File: config.mk
export PLATFORM = sky130hd
export DESIGN_NAME = if_fetch_unit_flat
export DESIGN_NICKNAME = d
export VERILOG_FILES = /design/src/rtl/if_fetch_unit_if.sv /design/src/rtl/if_fetch_unit.sv /design/src/flat_wrapper.sv
export SDC_FILE = /design/constraint.sdc
export NUM_CORES = 1
export LEC_CHECK = 0
export ABC_AREA = 1
export BUFFER_PORTS_ARGS = -buffer_cell sky130_fd_sc_hd__buf_2
export CORE_MARGIN = 2
export CORE_UTILIZATION = 50
export DETAILED_ROUTE_END_ITERATION = 10
export PLACE_DENSITY = 0.8
export REMOVE_ABC_BUFFERS = 1
export SETUP_SLACK_MARGIN = 0.4
export SLEW_MARGIN = 20
export SYNTH_ARGS = -nofsm -noshare
export SYNTH_HDL_FRONTEND = slang
export SYNTH_SLANG_ARGS = --single-unit
File: constraint.sdc
create_clock -name clk -period 2.2 [get_ports clk]
set_clock_uncertainty 0.1 [all_clocks]
set_input_delay 0.33 -clock clk [delete_from_list [all_inputs] [get_ports clk]]
set_output_delay 0.33 -clock clk [all_outputs]
set_load 0.005 [all_outputs]
File: src/rtl/if_fetch_unit_if.sv
// IF-stage bus bundle: stall vector and branch redirect in, IF->ID bus and
// instruction SRAM port out. The master modport is the fetch unit's view.
interface if_fetch_unit_if #(
    parameter int unsigned STALL_W = 6
);
    localparam int unsigned BR_WD       = 33;
    localparam int unsigned IF_TO_ID_WD = 33;

    logic [STALL_W-1:0]     stall;
    logic [BR_WD-1:0]       br_bus;
    logic [IF_TO_ID_WD-1:0] if_to_id_bus;
    logic                   inst_sram_en;
    logic [3:0]             inst_sram_wen;
    logic [31:0]            inst_sram_addr;
    logic [31:0]            inst_sram_wdata;

    modport master (
        input  stall,
        input  br_bus,
        output if_to_id_bus,
        output inst_sram_en,
        output inst_sram_wen,
        output inst_sram_addr,
        output inst_sram_wdata
    );

    modport slave (
        output stall,
        output br_bus,
        input  if_to_id_bus,
        input  inst_sram_en,
        input  inst_sram_wen,
        input  inst_sram_addr,
        input  inst_sram_wdata
    );
endinterface

File: src/rtl/if_fetch_unit.sv
// MIPS instruction-fetch stage: PC register, sync-read SRAM addressing, and
// branch redirects from ID, with one buffered redirect held across IF stalls.
module if_fetch_unit #(
    parameter logic [31:0] RESET_PC = 32'hBFC0_0000,
    parameter logic [31:0] PC_STEP  = 32'd4
) (
    input  logic              clk,
    input  logic              rst,
    if_fetch_unit_if.master   bus
);
    logic [31:0] pc_q, pc_d;
    logic        ce_q, ce_d;
    logic        pend_v_q, pend_v_d;
    logic [31:0] pend_addr_q, pend_addr_d;

    logic        br_e;
    logic [31:0] br_addr;
    logic        if_stall;
    logic [31:0] next_pc;
    logic        unused_stall;

    assign br_e         = bus.br_bus[32];
    assign br_addr      = bus.br_bus[31:0];
    assign if_stall     = bus.stall[0];
    assign unused_stall = ^bus.stall[$bits(bus.stall)-1:1];

    // A live redirect beats a buffered one; buffered beats sequential.
    always_comb begin
        next_pc = pc_q + PC_STEP;
        if (br_e) begin
            next_pc = br_addr;
        end else if (pend_v_q) begin
            next_pc = pend_addr_q;
        end
    end

    always_comb begin
        pc_d        = pc_q;
        ce_d        = ce_q;
        pend_v_d    = pend_v_q;
        pend_addr_d = pend_addr_q;
        if (!if_stall) begin
            pc_d     = next_pc;
            ce_d     = 1'b1;
            pend_v_d = 1'b0;
        end else if (br_e) begin
            pend_v_d    = 1'b1;
            pend_addr_d = br_addr;
        end
    end

    always_ff @(posedge clk) begin
        if (rst) begin
            pc_q        <= RESET_PC - PC_STEP;
            ce_q        <= 1'b0;
            pend_v_q    <= 1'b0;
            pend_addr_q <= '0;
        end else begin
            pc_q        <= pc_d;
            ce_q        <= ce_d;
            pend_v_q    <= pend_v_d;
            pend_addr_q <= pend_addr_d;
        end
    end

    assign bus.if_to_id_bus    = {ce_q, pc_q};
    assign bus.inst_sram_en    = ce_q;
    assign bus.inst_sram_addr  = pc_q;
    assign bus.inst_sram_wen   = '0;
    assign bus.inst_sram_wdata = '0;
endmodule
File: src/flat_wrapper.sv
// flat-port wrapper written by rule: the top's interface ports become plain ports
module if_fetch_unit_flat 
#(
    parameter logic [31:0] RESET_PC = 32'hBFC0_0000,
    parameter logic [31:0] PC_STEP  = 32'd4
)
  (clk, rst, bus_stall, bus_br_bus, bus_if_to_id_bus, bus_inst_sram_en, bus_inst_sram_wen, bus_inst_sram_addr, bus_inst_sram_wdata);
  if_fetch_unit_if bus_i ();
  input  logic clk;
  input  logic rst;
  input wire logic [$bits(bus_i.stall)-1:0] bus_stall;
  input wire logic [$bits(bus_i.br_bus)-1:0] bus_br_bus;
  output wire logic [$bits(bus_i.if_to_id_bus)-1:0] bus_if_to_id_bus;
  output wire logic [$bits(bus_i.inst_sram_en)-1:0] bus_inst_sram_en;
  output wire logic [$bits(bus_i.inst_sram_wen)-1:0] bus_inst_sram_wen;
  output wire logic [$bits(bus_i.inst_sram_addr)-1:0] bus_inst_sram_addr;
  output wire logic [$bits(bus_i.inst_sram_wdata)-1:0] bus_inst_sram_wdata;
  assign bus_i.stall = bus_stall;
  assign bus_i.br_bus = bus_br_bus;
  assign bus_if_to_id_bus = bus_i.if_to_id_bus;
  assign bus_inst_sram_en = bus_i.inst_sram_en;
  assign bus_inst_sram_wen = bus_i.inst_sram_wen;
  assign bus_inst_sram_addr = bus_i.inst_sram_addr;
  assign bus_inst_sram_wdata = bus_i.inst_sram_wdata;
  if_fetch_unit #(.RESET_PC(RESET_PC), .PC_STEP(PC_STEP)) u_core (.clk(clk), .rst(rst), .bus(bus_i));
endmodule
# Word-level counts from Yosys, hierarchy flattened
# Index checks and enable logic that the tools add are counted.
# word_totals
word_cells	10
in_bits	41
ff_bits	66
output_inout_bits	102
# classes
n_bitwise	1
reduce_logical	2
addsub	1
mux	2
# ops
cell	count
$mux 32	2
$add 32x3->32 const B	1
$reduce_and 2->1	1
$reduce_or 2->1	1
$not 1->1	1

# Logic depth before layout (Yosys ltp)
# Gate-level depths: netlist of the first run.
# depth
word_depth	3
ltp_mapped	10

# Least setup slack after synthesis of the first run
# Ideal clock, no wire load.
# synth_path
path_type	register to register
startpoint	register u_core.pc_q[2], in the netlist u_core.bus.inst_sram_addr[2]
endpoint	register u_core.pc_q[18], in the netlist u_core.bus.inst_sram_addr[18]
path_buffers	0
stages_incl_launch_ff	9
arrival_ns	1.468
setup_time_ns	0.070
required_time_ns	2.030
path_slack_ns	0.563
cell_sequence	dfxtp_1 ha_1 nand2_1 nor2_2 nand2_2 nor2_1 xor2_1 nand2_1 a21oi_1
# synth_between
elab_chain_cells	3
# synth_lines
element	line	text
from (decl)	if_fetch_unit.sv:11	logic [31:0] pc_q, pc_d;
from (signal assigned)	if_fetch_unit.sv:54	pc_q <= RESET_PC - PC_STEP;
from (signal assigned)	if_fetch_unit.sv:59	pc_q <= pc_d;
$add 32x3->32	if_fetch_unit.sv:29	next_pc = pc_q + PC_STEP;
$mux 32	if_fetch_unit.sv:32	end else if (pend_v_q) begin
$mux 32	if_fetch_unit.sv:30	if (br_e) begin
# No other way between the ends.
# A chain may end at the register's enable or synchronous reset.

# Worst setup path in the final report of the first run
# layout_path
startpoint	register u_core.pc_q[14], in the netlist u_core.bus.inst_sram_addr[14]
endpoint	register u_core.pc_q[26], in the netlist u_core.bus.inst_sram_addr[26]
# The elaborated chain is that of the path after synthesis.

==> results.py, run 1 <==
metrics = {
    "pwr": {
        "sequentialPowerShare": 0.441,
        "switching_share": 0.3177,
        "leakagePower_nw": 2.200,
        "p_switching_mw": 0.9985,
        "p_per_area_mw_per_mm2": 709.6,
        "pwr-share-clk": 0.330,
        "power_mw": 3.143,
        "comb_power_share": 0.229,
        "power.internal_mw": 2.145,
        "vdd_drop_max_mv": 0.4689,
    },
    "setup_path": {
        "critPathMostFrequentCell": "nand2_1",
        "path_class": "register to register",
        "cp_slowest_cell": "dfxtp_1",
        "cp-endpoint": "u_core.bus.inst_sram_addr[26]",
        "cp-start-kind": "register",
        "crit_start": "u_core.bus.inst_sram_addr[14]",
        "endpoint_kind": "register",
        "cp_max_fo": 6,
        "crit_family": "simple AND/OR/NAND/NOR gates",
        "r2r_cells": 8,
        "critPathBufInv": 0,
        "worstPathCellList": "nand2_1 -> nor2_1 -> nand2_1 -> nor2_1 -> nand3_1 -> nand2_1 -> nand2_1 -> a21oi_1",
        "worst-path-stages": 8,
        "arrival_ps": 1820,
        "crit_required_ps": 2370,
        "max_stage_delay_ps": 470,
        "r2r-start": "u_core.bus.inst_sram_addr[14]",
        "rrSetupSlack_ps": 550,
        "r2r_end": "u_core.bus.inst_sram_addr[26]",
    },
    "synthesis": {
        "syn_inst": 594,
        "synth_top_area_cell": "dfxtp_1",
        "yosysWarningCount": 0,
        "ys_seq_elements": 66,
        "netlist_area_sq_mm": 0.003979,
        "ys.flop_type": "dfxtp_1",
        "synthArstFlopShare": 0,
        "synth_top_area_frac": 0.3321,
        "synth_edf_count": 0,
        "synth-seq-area-share": 0.3321,
        "syn_avg_cell_area_sq_um": 6.698,
        "synthTopCellsByArea": "dfxtp_1 33%, buf_4 13%, nand2_1 11%",
        "synth.distinct_cells": 30,
    },
    "clock_tree": {
        "cts.sinks": 66,
        "cts.clk_slew.worst_paths_ps": 70,
        "cts-root-buf": "clkbuf_8",
        "cts_buffer_depth": 2,
        "cts_tree": "done",
        "cts_setup_buffers": 0,
        "clk_latency_ps": 350,
        "numCtsBuffers": 9,
        "cts.htree.levels": 3,
    },
    "route": {
        "routedWlPerCell_um": 12.96,
        "drt-pass1-iter-count": 5,
        "vias": 3843,
        "wirelength_mm": 10.01,
        "via_per_inst": 4.978,
        "drc_errors": 0,
        "ant_nets": 0,
        "drt_iter0_drc": 201,
    },
    "hold_path": {
        "min_from": "rst",
        "min_path_type": "input port to register",
    },
    "finish": {
        "most-common-layout-cells": "121 x nand2_1, 117 x nor2_1, 101 x buf_2",
        "final_common_cell": "nand2_1",
        "syn2layout_area_growth_pct": 11.32,
        "finalNetCount": 707,
        "diodes": 0,
        "drive_above_1_share": 0.2134,
    },
    "die": {
        "ios": 143,
        "fp.dieW_um": 93.21,
        "core_sq_mm": 0.007727,
        "fp-row-count": 32,
        "start_util": 0.5149,
        "die_area_sq_mm": 0.008687,
        "die_h_um": 93.21,
    },
    "placed_design": {
        "port_buffers": 101,
        "hpwlAfterDp_mm": 7.634,
        "gp_congestion": 0.8838,
    },
    "timing": {
        "timing.fmax_ghz": 0.6063,
        "hold_viol": 0,
        "finalCriticalPeriod_ps": 1649,
        "setup_tns_ps": 0,
        "finalMaxSlewViolations": 0,
        "period_share": 0.7497,
        "rsz0062_at_grt": "false",
        "setup_viol": 0,
    },
    "grt": {
        "antenna_found_initial": 0,
        "grt_pass1_vias": 3555,
        "track_usage": 0.2374,
        "grt_max_degree": 36,
        "gr-total-overflow": 0,
        "grt_first_pass_wirelength_mm": 16.47,
    },
    "run_status": {
        "status": "complete, no violations",
    },
    "run": {
        "max_cap_violations": 0,
    },
}
[power groups by stage]
stage | Sequential (mW) | Combinational, mW | Clock (mW)
CTS | 1.38 | 0.721 | 1.05
finish | 1.39 | 0.721 | 1.04
global placement | 1.40 | 0.700 | 0
floorplan | 1.40 | 0.428 | 0
global route | 1.40 | 0.821 | 1.11
detailed placement | 1.41 | 0.714 | 0
[how the worst min path moves through the flow]
stage | end | slack, ps | cells past startpoint
2_1_floorplan | u_core.bus.inst_sram_addr[0] | 310 | 1
3_3_place_gp | u_core.pend_addr_q[6] | 330 | 2
3_5_place_dp | u_core.pend_addr_q[9] | 340 | 2
4_1_cts | u_core.bus.inst_sram_addr[1] | 90 | 2
5_1_grt | u_core.bus.inst_sram_addr[1] | 100 | 2
6_report | u_core.bus.inst_sram_addr[1] | 90 | 2
[routing by layer]
metal / vias to the layer above / track usage / share of wire
li1: 1980 / - / -
met1: 1720 / 0.2949 / 0.45
met5: - / 0 / 0
met4: 0 / 0.07108 / 0.013
met3: 13 / 0.05077 / 0.059
met2: 130 / 0.4124 / 0.48
[state kept, by name (all words and copies together), names as in the netlist]
signal                     count
u_core.bus.inst_sram_en        1
u_core.pend_addr_q            32
u_core.bus.inst_sram_addr     32
u_core.pend_v_q                1
[cells in the mapped netlist (all sizes together), types with 4 or more instances]
| library cell | n |
|---|---|
| clkbuf | 10 |
| a21oi | 39 |
| a211oi | 5 |
| buf | 81 |
| o21ai | 42 |
| xor2 | 5 |
| a221oi | 25 |
| a22oi | 4 |
| nand2 | 124 |
| dfxtp | 66 |
| inv | 40 |
| nor2 | 125 |
| nand3 | 15 |
[logic make-up after synthesis]
family | count (synthesis) | synth area share
xor gates and xnor gates | 5 | 0.01101
AOI/OAI and AO/OA | 120 | 0.1830
other | 1 | 0.0009425
and+or+nand+nor | 269 | 0.2736
adders and majority gates | 1 | 0.003144
buffers and inverters | 132 | 0.1962
DFF | 66 | 0.3321
[cell type report]
type                    count  area [sq um]
well taps                 102         127.6
flip-flops and latches     66          1323
inverters                  41         155.1
clock buffers              14         162.7
clock inverters             2         35.03
multi-input cells         431          2008
repair buffers            116         618.1
fillers                   757          3298
[timing repair]
action                                  in CTS  in global routing
endpoints found under the setup margin       1                  2
hold buffers                                 0                  0
gates cloned                                 0                  0
gates resized for setup                      1                  1
[stage by stage]
step           instance area [sq um]  hold slack [ps]  std cells  utilization  setup slack [ps]
2_1_floorplan                   3483            308.5        538            -             343.7
3_3_place_gp                    4229            332.6        756       0.5473             348.0
3_5_place_dp                    4229            341.7        756       0.5473             324.6
4_1_cts                         4428            86.89        772       0.5730             521.5
5_1_grt                         4429            98.49        772       0.5732             438.6
6_report                        4429            89.68        772       0.5732             550.6
No activity file was read; power rests on OpenSTA's default activity.
==> run 2, diff against run 1 <==
ABC_AREA = 0   (was 1)
CORE_UTILIZATION = 45   (was 50)
PLACE_DENSITY = 0.77   (was 0.8)
clock period = 1.5 ns   (was 2.2 ns; I/O delays follow)
==> results.py, run 2 <==
metrics = {
    "synthesis": {
        "synthXorXnorAreaFrac": 0,
        "ys_seq_elements": 66,
        "synth.most_common_cell": "nand2_1",
        "syn_avg_cell_area_sq_um": 7.747,
        "synth.distinct_cells": 45,
        "yosysWarningCount": 0,
        "ys.flop_type": "dfxtp_1",
        "synthSimpleGateAreaFrac": 0.2065,
        "synthTopCellsByArea": "dfxtp_1 34%, buf_4 14%, a21oi_1 8.4%",
        "synth_commonest_cells": "79 x nand2_1, 69 x buf_4, 66 x dfxtp_1",
        "syn_inst": 495,
        "synth-seq-area-share": 0.3445,
        "synth_top_area_cell": "dfxtp_1",
        "synthArstFlopShare": 0,
        "synth_top_area_frac": 0.3445,
        "synth_compound_area_frac": 0.2577,
        "synthMuxAreaShare": 0.007830,
        "netlist_area_sq_mm": 0.003835,
        "synthAdderAreaFrac": 0.003263,
        "synth_edf_count": 0,
        "synth_top_family_by_area": "compound AO/OA/AOI/OAI gates",
    },
    "clock_tree": {
        "clk_latency_ps": 370,
        "cts.sinks": 66,
        "cts-root-buf": "clkbuf_8",
        "cts.clk_slew.worst_paths_ps": 70,
        "cts_hold_buf": 0,
        "numCtsBuffers": 9,
        "cts.htree.levels": 3,
        "cts_tree": "done",
        "cts_buffer_depth": 2,
    },
    "hold_path": {
        "min_from": "bus_br_bus[1]",
        "min_path_type": "input port to register",
        "hold_depth": 3,
        "min_to": "u_core.pend_addr_q[1]",
    },
    "pwr": {
        "pwr-share-clk": 0.265,
        "power.internal_mw": 3.518,
        "vdd_drop_max_mv": 0.6508,
        "p_per_area_mw_per_mm2": 880.3,
        "p_switching_mw": 1.685,
        "sequentialPowerShare": 0.383,
        "leakagePower_nw": 2.553,
        "switching_share": 0.3238,
        "comb_power_share": 0.352,
        "power_mw": 5.202,
    },
    "run": {
        "max_cap_violations": 0,
    },
    "route": {
        "drc_errors": 0,
        "wirelength_mm": 13.99,
        "drt-pass1-iter-count": 6,
        "ant_nets": 0,
        "vias": 4448,
        "via_per_inst": 5.845,
        "drt_iter0_drc": 444,
        "routedWlPerCell_um": 18.39,
    },
    "finish": {
        "layout.cells.non_filler": 761,
        "finalNetCount": 694,
        "diodes": 0,
        "final_core_util": 0.7156,
        "most-common-layout-cells": "98 x buf_6, 79 x nand2_1, 63 x buf_4",
        "final_common_cell": "buf_6",
        "drive_above_1_share": 0.4771,
        "syn2layout_area_growth_pct": 54.09,
    },
    "placed_design": {
        "gp_congestion": 0.8749,
        "port_buffers": 101,
        "hpwlAfterDp_mm": 7.657,
        "post-place-cells": 711,
    },
    "timing": {
        "hold_viol": 0,
        "finalCriticalPeriod_ps": 1827,
        "whs_ps": 5.502,
        "setup_slack_ps": -327.3,
        "rsz0062_at_grt": "true",
        "setup_tns_ps": -5709,
        "timing.fmax_ghz": 0.5473,
        "period_share": 1.218,
        "finalMaxSlewViolations": 0,
        "setup_viol": 28,
    },
    "setup_path": {
        "path_class": "register to register",
        "r2r-start": "u_core.bus.inst_sram_addr[3]",
        "r2r_cells": 8,
        "rrSetupSlack_ps": -330,
        "r2r_end": "u_core.bus.inst_sram_addr[31]",
        "crit_required_ps": 1660,
        "endpoint_kind": "register",
        "arrival_ps": 1990,
        "cp-start-kind": "register",
        "cp_max_fo": 8,
    },
    "grt": {
        "track_usage": 0.2725,
        "gr-total-overflow": 0,
        "grt_max_degree": 39,
        "antenna_found_initial": 0,
        "grt_first_pass_wirelength_mm": 19.33,
        "grt_pass1_vias": 4005,
    },
    "run_status": {
        "violations": "negative setup slack",
        "status": "complete, but fails checks",
    },
    "die": {
        "ios": 143,
        "fp.dieW_um": 96.32,
        "start_util": 0.4644,
        "die_area_sq_mm": 0.009277,
        "die_h_um": 96.32,
        "core_sq_mm": 0.008258,
        "fp-row-count": 33,
    },
}
==> run 2: power by group through the flow <==
stage                     sequential, mW  combinational [mW]  clock [mW]
final                               1.99                1.83        1.38
after global routing                2.00                1.95        1.46
after CTS                           1.98                1.55        1.37
after detailed placement            1.99                1.25           0
after global placement              1.98                1.22           0
after floorplan                     2.05               0.493           0
==> run 2: critical path, stage by stage, from the launching register on <==
cell     delay, ps
dfxtp_2        360
buf_6          100
buf_6           80
nand4_1        200
nor2_2         220
buf_6          160
and4_4         220
a31oi_1        100
o21a_1         170
==> run 2: per-layer routing <==
| layer | global-route usage | vias up | share of wire |
|---|---|---|---|
| li1 | - | 1975 | - |
| met1 | 0.3158 | 2111 | 0.37 |
| met2 | 0.4670 | 297 | 0.50 |
| met3 | 0.05795 | 65 | 0.093 |
| met4 | 0.1479 | 0 | 0.040 |
| met5 | 0 | - | 0 |
==> run 2: cell families (layout without fill, tap and decap cells) <==
family / after synthesis / count (layout)
mux: 3 / 3
flops: 66 / 66
buf+inv: 112 / 238
compound gates: 148 / 148
simple gates: 164 / 164
fa+ha+maj: 1 / 1
other cells: 1 / 36
==> run 2: cell type report <==
class                           count  area, sq um
Clock inverter                      3        15.01
Multi-Input combinational cell    352         2187
Clock buffer                       12        155.1
Tap cell                          105        131.4
Inverter                            8        30.03
Timing Repair Buffer              215         2017
Sequential cell                    66         1374
Fill cell                         550         2349
==> run 2: worst max-delay path by stage <==
stage | cells after the start | to | slack, ps | from
floorplan | 5 | u_core.bus.inst_sram_addr[30] | -680 | u_core.pend_v_q
global placement | 6 | u_core.bus.inst_sram_addr[30] | -220 | u_core.bus.inst_sram_addr[2]
detailed placement | 6 | u_core.bus.inst_sram_addr[30] | -230 | u_core.bus.inst_sram_addr[3]
CTS | 6 | u_core.bus.inst_sram_addr[30] | -260 | u_core.bus.inst_sram_addr[3]
global route | 8 | u_core.bus.inst_sram_addr[31] | -410 | u_core.bus.inst_sram_addr[3]
finish | 8 | u_core.bus.inst_sram_addr[31] | -330 | u_core.bus.inst_sram_addr[3]
==> run 2: what timing repair did <==
item	4_1_cts	5_1_grt
endpoints found under the setup margin	98	108
cloned	3	0
gates resized for setup	131	66
setup buffers	15	17
pin swaps	50	34
==> run 2: metrics by stage <==
step / area [sq um] / worst slack [ps]
after floorplan: 3309 / -684.0
after global placement: 4602 / -222.8
after detailed placement: 4602 / -233.7
after CTS: 5483 / -255.2
after global routing: 5909 / -410.1
final: 5909 / -327.3
